$ cat src/rtl/pipe_stage_skid_pkg.sv
// rtl/pipe_stage_skid_pkg.sv - shared state encodings and default widths for pipe_stage_skid
package pipe_stage_skid_pkg;

    typedef enum logic [1:0] {
        ST_EMPTY = 2'd0,
        ST_FULL  = 2'd1,
        ST_SKID  = 2'd2
    } state_t;

    localparam int EXC_NONE   = 0;

    localparam int DEF_DATA_W = 32;
    localparam int DEF_PC_W   = 32;
    localparam int DEF_EXC_W  = 5;
    localparam int DEF_CNT_W  = 16;

endpackage

$ cat src/rtl/pipe_entry_reg.sv
// rtl/pipe_entry_reg.sv - single payload register with valid bit, load and zeroing clear
module pipe_entry_reg #(
    parameter int W = 70
) (
    input  logic         clk_i,
    input  logic         resetn_i,
    input  logic         load_i,
    input  logic         clear_i,
    input  logic [W-1:0] data_i,
    output logic         valid_o,
    output logic [W-1:0] data_o
);

    logic         valid_q;
    logic [W-1:0] data_q;

    // Clear wins over load so a kill never lets a new entry slip in; payload is zeroed with the valid bit.
    always_ff @(posedge clk_i) begin
        if (!resetn_i) begin
            valid_q <= 1'b0;
            data_q  <= '0;
        end else if (clear_i) begin
            valid_q <= 1'b0;
            data_q  <= '0;
        end else if (load_i) begin
            valid_q <= 1'b1;
            data_q  <= data_i;
        end
    end

    assign valid_o = valid_q;
    assign data_o  = data_q;

endmodule

$ cat src/rtl/pipe_stage_skid.sv
// rtl/pipe_stage_skid.sv - inter-stage pipeline register with 2-entry skid buffer, flush and bubble counter
module pipe_stage_skid
    import pipe_stage_skid_pkg::*;
#(
    parameter int DATA_W = DEF_DATA_W,
    parameter int PC_W   = DEF_PC_W,
    parameter int EXC_W  = DEF_EXC_W,
    parameter int CNT_W  = DEF_CNT_W
) (
    input  logic              clk,
    input  logic              reset,
    input  logic              flush,
    input  logic              in_valid,
    output logic              in_ready,
    input  logic [DATA_W-1:0] in_instr,
    input  logic [PC_W-1:0]   in_pc,
    input  logic [EXC_W-1:0]  in_exc,
    input  logic              in_bd,
    output logic              out_valid,
    input  logic              out_ready,
    output logic [DATA_W-1:0] out_instr,
    output logic [PC_W-1:0]   out_pc,
    output logic [EXC_W-1:0]  out_exc,
    output logic              out_bd,
    output logic [CNT_W-1:0]  bubble_cnt
);

    localparam int ENT_W = DATA_W + PC_W + EXC_W + 1;

    state_t             state_q, state_d;
    logic               in_ready_q;
    logic [CNT_W-1:0]   bubble_q, bubble_d;

    logic               m_valid, s_valid;
    logic [ENT_W-1:0]   m_data, s_data, in_data, m_d;
    logic               m_load, m_clear, s_load, s_clear, m_src_s;
    logic               in_fire, out_fire;

    assign in_data  = {in_instr, in_pc, in_exc, in_bd};
    assign in_fire  = in_valid & in_ready_q;
    assign out_fire = m_valid & out_ready;
    assign m_d      = m_src_s ? s_data : in_data;

    // Next-state and register-enable decode; flush overrides every normal transition.
    always_comb begin
        state_d = state_q;
        m_load  = 1'b0;
        m_clear = 1'b0;
        s_load  = 1'b0;
        s_clear = 1'b0;
        m_src_s = 1'b0;
        if (flush) begin
            m_clear = 1'b1;
            s_clear = 1'b1;
            state_d = ST_EMPTY;
        end else begin
            case (state_q)
                ST_EMPTY: begin
                    if (in_fire) begin
                        m_load  = 1'b1;
                        state_d = ST_FULL;
                    end
                end
                ST_FULL: begin
                    if (in_fire && out_fire) begin
                        m_load = 1'b1;
                    end else if (in_fire) begin
                        s_load  = 1'b1;
                        state_d = ST_SKID;
                    end else if (out_fire) begin
                        m_clear = 1'b1;
                        state_d = ST_EMPTY;
                    end
                end
                ST_SKID: begin
                    if (out_fire && s_valid) begin
                        m_load  = 1'b1;
                        m_src_s = 1'b1;
                        s_clear = 1'b1;
                        state_d = ST_FULL;
                    end
                end
                default: begin
                    m_clear = 1'b1;
                    s_clear = 1'b1;
                    state_d = ST_EMPTY;
                end
            endcase
        end
    end

    // State register; in_ready is decoded from the next state so it leaves as a flop output.
    always_ff @(posedge clk) begin
        if (!reset) begin
            state_q    <= ST_EMPTY;
            in_ready_q <= 1'b1;
        end else begin
            state_q    <= state_d;
            in_ready_q <= (state_d != ST_SKID);
        end
    end

    // Saturating count of cycles where downstream was ready but nothing was offered.
    always_comb begin
        bubble_d = bubble_q;
        if (out_ready && !m_valid && !(&bubble_q)) begin
            bubble_d = bubble_q + CNT_W'(1);
        end
    end

    // Bubble counter register; only reset clears it, flush leaves it alone.
    always_ff @(posedge clk) begin
        if (!reset) begin
            bubble_q <= '0;
        end else begin
            bubble_q <= bubble_d;
        end
    end

    pipe_entry_reg #(.W(ENT_W)) u_main (
        .clk_i    (clk),
        .resetn_i (reset),
        .load_i   (m_load),
        .clear_i  (m_clear),
        .data_i   (m_d),
        .valid_o  (m_valid),
        .data_o   (m_data)
    );

    pipe_entry_reg #(.W(ENT_W)) u_skid (
        .clk_i    (clk),
        .resetn_i (reset),
        .load_i   (s_load),
        .clear_i  (s_clear),
        .data_i   (in_data),
        .valid_o  (s_valid),
        .data_o   (s_data)
    );

    // Main register is zeroed whenever it is empty, so outputs read 0 on a bubble with no extra gating.
    assign out_valid  = m_valid;
    assign {out_instr, out_pc, out_exc, out_bd} = m_data;
    assign in_ready   = in_ready_q;
    assign bubble_cnt = bubble_q;

endmodule
$ cat config.mk
export PLATFORM = sky130hd
export DESIGN_NAME = pipe_stage_skid
export DESIGN_NICKNAME = d
export VERILOG_FILES = /design/src/rtl/pipe_stage_skid_pkg.sv /design/src/rtl/pipe_entry_reg.sv /design/src/rtl/pipe_stage_skid.sv
export SDC_FILE = /design/constraint.sdc
export NUM_CORES = 1
export LEC_CHECK = 0
export BUFFER_PORTS_ARGS = -buffer_cell sky130_fd_sc_hd__buf_2
export CORE_ASPECT_RATIO = 0.9
export CORE_UTILIZATION = 57
export DETAILED_ROUTE_END_ITERATION = 7
export PLACE_DENSITY = 0.85
export SLEW_MARGIN = 20
export SYNTH_ARGS = -nofsm -noshare
export SYNTH_HDL_FRONTEND = slang
export SYNTH_SLANG_ARGS = --single-unit
export TNS_END_PERCENT = 50
$ cat constraint.sdc
create_clock -name clk -period 5.34 [get_ports clk]
set_input_delay 0.801 -clock clk [delete_from_list [all_inputs] [get_ports clk]]
set_output_delay 0.801 -clock clk [all_outputs]
set_load 0.02 [all_outputs]
## Yosys cells after proc, flatten, opt, wreduce, memory -nomap -nowiden

Cells that the tools add are included.

| word-level totals | value |
|---|---|
| register bits | 161 |
| bits of input ports | 75 |
| output and inout port bits | 88 |
| word-level logic and storage cells | 51 |

| cells by class | value |
|---|---|
| add/sub/neg operators | 1 |
| equality and inequality tests | 3 |
| multiplexer cells | 25 |
| bitwise logic cells | 3 |
| reductions and logical operators | 12 |

Operators with widths:

| operator | count |
|---|---|
| 70-bit two-way mux | 1 |
| 16-bit by 1-bit adder with 16-bit output (second input constant) | 1 |
| 16-bit AND reduction | 1 |
| 1-bit two-way mux | 14 |
| 2-bit two-way mux | 6 |
| 2-bit OR reduction | 4 |
| 2-bit case mux with 3 select lines | 1 |
| 1-bit logical AND | 4 |
| 1-bit case mux with 2 select lines | 2 |
| 1-bit case mux with 3 select lines | 1 |
| 1-bit AND | 2 |
| 2-bit by 1-bit == test with 1-bit output (second input constant) | 1 |
| 2-bit == test (second input constant) | 1 |
| 1-bit zero test | 2 |
| 2-bit zero test | 1 |
| 2-bit != test (second input constant) | 1 |
| 1-bit inverter | 1 |

## Logic depth before layout (Yosys ltp)

Gate-level depths: netlist (run 1).

| depth | value |
|---|---|
| depth in word-level cells | 7 |
| depth in mapped cells | 7 |
| mapped depth without buffers | 5 |

## By module

From an unflattened synthesis (run 1), not the netlist that was laid out.

| second synthesis, totals | value |
|---|---|
| cells, all modules | 668 |
| area, all modules | 7003.0 um2 |

Modules (own cells, without submodules):

| module | instances | cells an instance | area each (um2) | sequential area each (um2) |
|---|---|---|---|---|
| pipe_entry_reg | 2 | 230 | 2555.0 | 1421.4 |
| pipe_stage_skid | 1 | 208 | 1893.1 | 380.4 |

## Least setup slack after synthesis (run 1)

No wires, ideal clock.

| timing | value |
|---|---|
| kind | input-to-reg |
| start point | in flush |
| end point | reg u_main.data_q[10] (netlist: u_main.data_o[10]) |
| library setup time | 86 ps |
| arrival | 1991 ps |
| data required time | 5254 ps |
| slack | 3264 ps |
| stages on the path | 6 |
| buffers on the path | 2 |
| path through | and4bb_2 -> o2bb2ai_1 -> clkbuf_1 -> buf_2 -> nor2_1 -> a211oi_1 |

| between the ends | value |
|---|---|
| cells in the longest elaborated chain, start to end | 2 |
| elaborated cells on any way between the ends | 5 |
| classes of those cells | mux (4); reduce/logical (1) |

Ends and longest elaborated chain:

| what | RTL line | source |
|---|---|---|
| start: declaration | pipe_stage_skid.sv:12 | `input logic flush,` |
| 1-bit two-way mux | pipe_stage_skid.sv:52 | `if (flush) begin` |
| 70-bit two-way mux / 2-bit OR reduction (equally long branches) | - |  |
| end signal: assignment | pipe_entry_reg.sv:27 | `data_q <= data_i;` |
| end: declaration | pipe_entry_reg.sv:15 | `logic [W-1:0] data_q;` |

Parallel ways exist; a longest one is shown, timed or not.
A chain may end at the register's enable or synchronous reset.

## Worst setup path in the final report (run 1)

| timing | value |
|---|---|
| start point | in out_ready |
| end point | reg u_skid.data_q[33] (netlist: u_skid.data_o[33]) |

| between the ends | value |
|---|---|
| cells in the longest elaborated chain, start to end | 6 |
| elaborated cells on any way between the ends | 10 |
| classes of those cells | mux (6); bitwise (1); reduce/logical (3) |

Ends and longest elaborated chain:

| what | RTL line | source |
|---|---|---|
| start: declaration | pipe_stage_skid.sv:20 | `input logic out_ready,` |
| 1-bit AND (*) | pipe_stage_skid.sv:41 | `assign out_fire = m_valid & out_ready;` |
| 1-bit logical AND | pipe_stage_skid.sv:76 | `if (out_fire && s_valid) begin` |
| 1-bit two-way mux | pipe_stage_skid.sv:76 |  |
| 1-bit case mux with 2 select lines | pipe_stage_skid.sv:57 | `case (state_q)` |
| 1-bit two-way mux | pipe_stage_skid.sv:52 |  |
| 2-bit OR reduction (no source line) | - |  |
| end signal: assignment | pipe_entry_reg.sv:27 |  |
| end: declaration | pipe_entry_reg.sv:15 |  |

Every way passes the cells marked *; elsewhere a longest branch is shown, timed or not.

==> qor.yml, run 1 <==
status:
  outcome: "completed"
clock_tree:
  tritoncts: "built"
  clock_latency_ns: 0.42
  hold_buffers: 0
  post_cts_buffers: 0
  h-tree-depth: 4
  numCtsBuffers: 17
  cts_buffer_depth: 2
  cts.clk_slew.worst_paths_ns: 0.06
  cts_resized: 0
  root_buffer: "clkbuf_16"
  clock-sinks: 161
pwr:
  totalPowerFinal_w: 0.00261
  ir_drop_uv: 232
  leakage_nw: 3.56
  power_density_nw_per_um2: 327
worst_setup_path:
  crit_path_start_kind: "primary input"
  cp_max_fo: 46
  r2r_end: "u_skid.data_o[33]$_SDFFE_PP0P_"
  reg2reg_depth: 5
  r2r_start: "state_q[0]$_SDFF_PN0_"
  rrSetupSlack_ns: 2.57
  crit_end: "u_skid.data_o[33]$_SDFFE_PP0P_"
  end_kind: "register"
  worstSetupPathType: "in2reg"
  critPathRequiredTime_ns: 5.61
  critPathLaunch: "out_ready"
  cp.arrival_ns: 3.09
synth:
  yosys.area.top_type: "dfxtp_1"
  syn_nets: 819
  syn_area_per_cell_um2: 8.72
  synth_edf_count: 0
  netlist-cell-type-count: 49
  ys_top_cells_by_count: "dfxtp_1, nand2_1, nor2_1, a21oi_1, mux2i_1"
  synth-main-ff-cell: "dfxtp_1"
  synth_area_um2: 6480
  synthArstFlopShare_pct: 0
  ys_ff_latch: 161
  synth_warnings: 0
  synth_cells: 743
  synth_most_common_cell: "dfxtp_1"
  synth_area_leaders: "dfxtp_1, mux2i_1, nand2_1, a211oi_1, a21oi_1"
  yosysSeqAreaShare_pct: 49.7
  synth_top_cell_area_share_pct: 49.7
routing:
  drt-total-wl_mm: 16.1
  ant_nets: 0
  wl_met1_mm: 6.98
  vias_per_cell: 5.62
  firstDrtPassIters: 5
  drc: 0
  initialDrtViolationCount: 441
  wl_met3_mm: 1.04
  highest_layer: "met5"
  route.met2.wl_mm: 7.72
  vias: 5854
  wire_per_inst_um: 15.4
sta:
  tns_ns: 0
  slew_headroom_pct: 33.2
  worst_slew_pin_slew_ns: 0.998
  hold_viol_final: 0
  fin_worst_skew_ns: 0.00658
  setup_slack_ns: 2.51
  clock.fmax_ghz: 0.354
  report.final.slew_viol_count: 0
  min_period_over_period_pct: 52.9
  period_minus_slack_ns: 2.83
  rsz0062_at_grt: "no"
  setup_violations: 0
global_routing:
  grt_pass1_vias: 5350
  antenna_found_initial: 2
  grtUsageTotal_pct: 27.6
  grt_max_degree: 85
  grt_pass1_wl_mm: 25.3
  globalRouteOverflowTotal: 0
floorplanning:
  die_w_um: 114
  start_util_pct: 59.2
  rows: 36
  die-area_um2: 11800
  num_io_pins: 163
  die_h_um: 103
  core_um2: 10900
worst_hold_path:
  hp-class: "reg2reg"
  hp-start: "u_skid.data_o[46]$_SDFFE_PP0P_"
layout:
  layout.nets: 952
  fill_cells: 825
  multiInputGateArea_um2: 3070
  drive_above_1_share_pct: 23.8
  post-route-util_pct: 72.9
  syn_to_final_growth_pct: 23.2
  final_cell_area_um2: 7980
  seqCellArea_um2: 3220
place:
  place_area_um2: 7350
  io_buffers: 162
  dp_hpwl_mm: 10.8
  pre_cts_slack_ns: 1.92
  routabilityCongestion: 0.830
flow_run:
  drv_cap: 0
how the worst min path moves through the flow:
stage / end / slack (ns) / cells after the start
final: u_skid.data_o[46]$_SDFFE_PP0P_ / 0.45 / 2
after CTS: u_skid.data_o[59]$_SDFFE_PP0P_ / 0.45 / 2
after global routing: u_skid.data_o[46]$_SDFFE_PP0P_ / 0.47 / 2
after floorplan: u_skid.data_o[0]$_SDFFE_PP0P_ / 0.44 / 2
after detailed placement: u_skid.data_o[58]$_SDFFE_PP0P_ / 0.45 / 2
after global placement: u_skid.data_o[69]$_SDFFE_PP0P_ / 0.44 / 2
cell families after synthesis:
kind of cell,share of synthesized area (%)
buffers and inverters,3.63
AO/OA/AOI/OAI,16.8
XOR/XNOR,0.135
flip-flops,49.7
multiplexers,11.4
adder cells (fa/ha/maj),0.193
AND/OR/NAND/NOR,18.1
stage by stage:
stage	instances	hold slack, ns
final	1042	0.452
after global routing	1041	0.466
after CTS	1039	0.454
after detailed placement	1007	0.446
after global placement	1007	0.440
after floorplan	743	0.436
power by group:
group	total [W]	internal (W)	switching [W]
Combinational	0.000206	0.0000746	0.000132
Sequential	0.00124	0.00122	0.0000151
Clock	0.00117	0.000697	0.000468
Total	0.00261	0.00200	0.000615
critical path: stages:
cell      delay (ns)
buf_2           0.12
a21boi_0        0.51
nand3b_1        0.84
buf_4           0.58
nand2_1         0.13
a21oi_1         0.07
layer usage:
metal,vias to the layer above,global-route usage [%]
li1,2880,-
met1,2732,34.0
met2,206,45.5
met3,34,7.88
met4,2,11.8
met5,-,0
cells in the final DEF, fill, tap and decap left out, drive strengths merged, types with 2 or more instances in the layout:
| cell | Yosys | routed |
|---|---|---|
| buf | 11 | 170 |
| dfxtp | 161 | 161 |
| nand2 | 154 | 154 |
| nor2 | 80 | 80 |
| a21oi | 77 | 77 |
| mux2i | 74 | 74 |
| a211oi | 70 | 70 |
| clkbuf | 45 | 22 |
| nand4 | 8 | 8 |
| clkinv | 1 | 7 |
| or4 | 5 | 5 |
| nand3 | 5 | 5 |
| nand2b | 4 | 4 |
| o31ai | 4 | 4 |
| nor4 | 4 | 4 |
| a31oi | 3 | 3 |
| nor3 | 3 | 3 |
| o21ai | 3 | 3 |
| clkinvlp | 0 | 3 |
| a21o | 3 | 3 |
| inv | 2 | 2 |
| and3 | 2 | 2 |
final cells by class:
class,count,share of cell area [%]
multi-input cells,523,38.5
repair buffers,170,11.3
clock buffers,22,6.19
inverters,3,0.141
flip-flops and latches,161,40.4
clock inverters,10,1.03
well taps,152,2.38
diodes,1,0.0314
state kept, by name, indices dropped and copies added, names as in the netlist:
register / cells
u_main.data_o: 70
bubble_cnt: 16
in_ready: 1
u_skid.data_o: 70
u_main.valid_o: 1
state_q: 2
u_skid.valid_o: 1
(Power assumes the default switching activity.)
==> run 2: changes to the inputs <==
--- a/config.mk
+++ b/config.mk
@@ -5,11 +5,12 @@
 export SDC_FILE = /design/constraint.sdc
 export NUM_CORES = 1
 export LEC_CHECK = 0
+export ABC_AREA = 1
 export BUFFER_PORTS_ARGS = -buffer_cell sky130_fd_sc_hd__buf_2
 export CORE_ASPECT_RATIO = 0.9
-export CORE_UTILIZATION = 57
+export CORE_UTILIZATION = 55
 export DETAILED_ROUTE_END_ITERATION = 7
-export PLACE_DENSITY = 0.85
+export PLACE_DENSITY = 0.8
 export SLEW_MARGIN = 20
 export SYNTH_ARGS = -nofsm -noshare
 export SYNTH_HDL_FRONTEND = slang
==> constraint.sdc (replaced) <==
create_clock -name clk -period 2.8 [get_ports clk]
set_input_delay 0.42 -clock clk [delete_from_list [all_inputs] [get_ports clk]]
set_output_delay 0.42 -clock clk [all_outputs]
set_load 0.02 [all_outputs]
==> run 2 against run 1 <==
  * The flow now finishes with violations (design-rule violations)
  * Via count grew 32%
  * Routed wire length rose by 22%
  * Highest routed layer unchanged
  * Largest cell class is now multi-input combinational cells
  * Critical endpoint is now u_main.data_o[37]$_SDFFE_PP0P_
  * Largest power group unchanged
  * Final cell count is 41% higher
  * Non-clock buffer count is 9 higher
  * Utilization fell by 5.5 points
==> qor.yml, run 2 <==
floorplanning:
  die_w_um: 126  # +9.8%
  start_util_pct: 56.6  # -2.6 points
  num_io_pins: 163  # unchanged
  rows: 40  # +11%
  die_h_um: 113  # +9.8%
  die-area_um2: 14200  # +21%
  core_um2: 13400  # +22%
global_routing:
  grt_max_degree: 74  # -13%
  antenna_found_initial: 2  # unchanged
  grt_pass1_vias: 6965  # +30%
  globalRouteOverflowTotal: 0  # unchanged
  grt_pass1_wl_mm: 32.7  # +29%
  grtUsageTotal_pct: 28.1  # +0.49 points
sta:
  min_period_over_period_pct: 75.8
  report.final.slew_viol_count: 0  # unchanged
  slew_headroom_pct: 45.7  # +12 points
  period_minus_slack_ns: 2.12
  fin_worst_skew_ns: 0.00759  # +0.00101 ns
  rsz0062_at_grt: "no"
  hold-worst-slack_ns: 0.276  # -0.176 ns
  hold_viol_final: 0  # unchanged
  worst_slew_pin_slew_ns: 0.814  # -0.184 ns
  clock.fmax_ghz: 0.471
  tns_ns: 0  # unchanged
  setup_violations: 0  # unchanged
clock_tree:
  numCtsBuffers: 17  # unchanged
  root_buffer: "clkbuf_16"
  tritoncts: "built"
  clock_latency_ns: 0.42  # about the same
  clock-sinks: 161  # unchanged
  h-tree-depth: 4  # unchanged
  cts.clk_slew.worst_paths_ns: 0.06  # about the same
  hold_buffers: 0  # unchanged
  post_cts_buffers: 0  # unchanged
  cts_resized: 0  # unchanged
  cts_buffer_depth: 2  # unchanged
flow_run:
  drv_cap: 0  # unchanged
synth:
  synth_area_um2: 7570  # +17%
  synth-main-ff-cell: "dfxtp_1"
  synth_edf_count: 0  # unchanged
  yosys.area.top_type: "dfxtp_1"
  netlist-cell-type-count: 26  # -47%
  synth_most_common_cell: "nand2_1"
  syn_area_per_cell_um2: 6.44  # -26%
  synthArstFlopShare_pct: 0  # unchanged
  synth_cells: 1174  # +58%
  ys_top_cells_by_count: "nand2_1, nor2_1, dfxtp_1, inv_1, a21oi_1"
  ys_ff_latch: 161  # unchanged
  syn_nets: 1250  # +53%
  yosysSeqAreaShare_pct: 42.6  # -7.1 points
  synth_warnings: 0  # unchanged
  synth_top_cell_area_share_pct: 42.6  # -7.1 points
  synth_area_leaders: "dfxtp_1, nand2_1, nor2_1, nand4_1, a21oi_1"
status:
  violations: "design-rule violations"
  outcome: "complete, but fails checks"
worst_setup_path:
  path_cells: "nand2_2, inv_2, nand3_2, nor2_4, buf_4, nand2_1, nand2_1, nor2_1, nor2_1"
  path_buf_inv: 2  # unchanged
  worstSetupPathType: "reg2reg"
  crit_slowest_cell: "nor2_4"
  critPathRequiredTime_ns: 3.16  # -2.45 ns
  cp_top_family: "simple AND/OR/NAND/NOR gates"
  critPathMaxStageDelay_ns: 0.47  # -0.37 ns
  crit_path_start_kind: "register"
  critPathLaunch: "u_main.valid_o$_SDFFE_PP0P_"
  end_kind: "register"
  r2r_start: "u_main.valid_o$_SDFFE_PP0P_"
  cp.arrival_ns: 2.48  # -0.61 ns
  cp_max_fo: 22  # -52%
pwr:
  swShare_pct: 24.8  # +1.3 points
  ir_drop_uv: 414  # +78%
  leakage_nw: 4.09  # +15%
  power_density_nw_per_um2: 568  # +73%
  switchingPower_w: 0.00127  # +110%
  pwr-share-comb_pct: 9.7  # +1.8 points
  internal-power_w: 0.00384  # +93%
  seq_power_share_pct: 46.2  # -1.3 points
  clockPowerShare_pct: 44.2  # -0.4 points
routing:
  wire_per_inst_um: 13.3  # -14%
  ant_nets: 0  # unchanged
  drt-total-wl_mm: 19.6  # +22%
  vias_per_cell: 5.25  # -6.5%
  initialDrtViolationCount: 872  # +98%
  firstDrtPassIters: 8  # +3
  drc: 14  # +14
  vias: 7724  # +32%
place:
  routabilityCongestion: 0.816  # -1.7%
  dp_hpwl_mm: 11.8  # +10%
  io_buffers: 162  # unchanged
layout:
  layout.nets: 1365  # +43%
  drive_above_1_share_pct: 17.2  # -6.6 points
  layout_commonest_cell: "nand2_1"
  final_cell_mix: "nand2_1, nor2_1, buf_2"
  syn_to_final_growth_pct: 19.1
worst_hold_path:
  hp-start: "in_instr[27]"
  hp-class: "in2reg"
[run 2: cell count changes after synthesis, moves of 68 or more]
cell      delta
a211oi_1    -70
nor2_1      +85
mux2i_1     -74
nand4_1     +68
inv_1       +86
nand2_1    +253
o21ai_0     +69
[run 2: cell families (layout without fill, tap and decap cells)]
family / count (synthesis) / count (layout) / share of synthesized area [%]
AO/OA/AOI/OAI: 163 / 163 / 11.0
XOR/XNOR: 6 / 6 / 0.695
other: 0 / 1 / 0
AND/OR/NAND/NOR: 667 / 667 / 36.1
adder cells (fa/ha/maj): 1 / 1 / 0.165
flip-flops: 161 / 161 / 42.6
buffers and inverters: 176 / 304 / 9.44
[run 2: worst paths after layout]
kind,cells past startpoint,endpoint,slack (ns)
max reg2reg,9,u_main.data_o[37]$_SDFFE_PP0P_,0.68
min reg2reg,2,u_skid.data_o[17]$_SDFFE_PP0P_,0.46
min,3,u_skid.data_o[65]$_SDFFE_PP0P_,0.28
max,9,u_main.data_o[37]$_SDFFE_PP0P_,0.68
[run 2: routing by layer]
metal  routed length, um  vias up  global-route usage [%]  share of wire (%)
met3                1340       22                    6.34                6.8
met2                8780      255                    45.1                 45
met4                 262        2                    9.59                1.3
met5                  10        -                       0              0.051
li1                    -     3945                       -                  -
met1                9180     3500                    37.2                 47
[run 2: power by group through the flow]
stage,logic (W),clock network [W],registers [W]
after floorplan,0.000269,0,0.00246
after global placement,0.000486,0,0.00241
after detailed placement,0.000489,0,0.00241
after CTS,0.000492,0.00229,0.00236
after global routing,0.000551,0.00239,0.00237
final,0.000494,0.00226,0.00236
[run 2: layout make-up]
type | count | area, um^2
sequential | 161 | 3220
inverter | 93 | 349
timing repair buffer | 179 | 1000
multi-input combinational | 837 | 3650
tap | 168 | 210
fill | 1216 | 4360
clock buffer | 21 | 460
clock inverter | 11 | 113
antenna | 1 | 2.50
[run 2: stage by stage]
stage	worst slack [ns]	util, %	instances	total power [W]	instance area, um^2
detailed placement	0.590	63.1	1438	0.00290	8430
global route	0.460	67.4	1470	0.00531	9000
global placement	0.658	63.1	1438	0.00290	8430
floorplan	1.18	-	1174	0.00273	7570
finish	0.678	67.4	1471	0.00511	9010
CTS	0.688	67.4	1470	0.00514	9000
[run 2: worst register-to-register path, stage by stage (launching register included)]
cell and delay, ns:
dfxtp_1 0.39, nand2_2 0.08, inv_2 0.10, nand3_2 0.35, nor2_4 0.47, buf_4 0.34
nand2_1 0.09, nand2_1 0.08, nor2_1 0.05, nor2_1 0.12
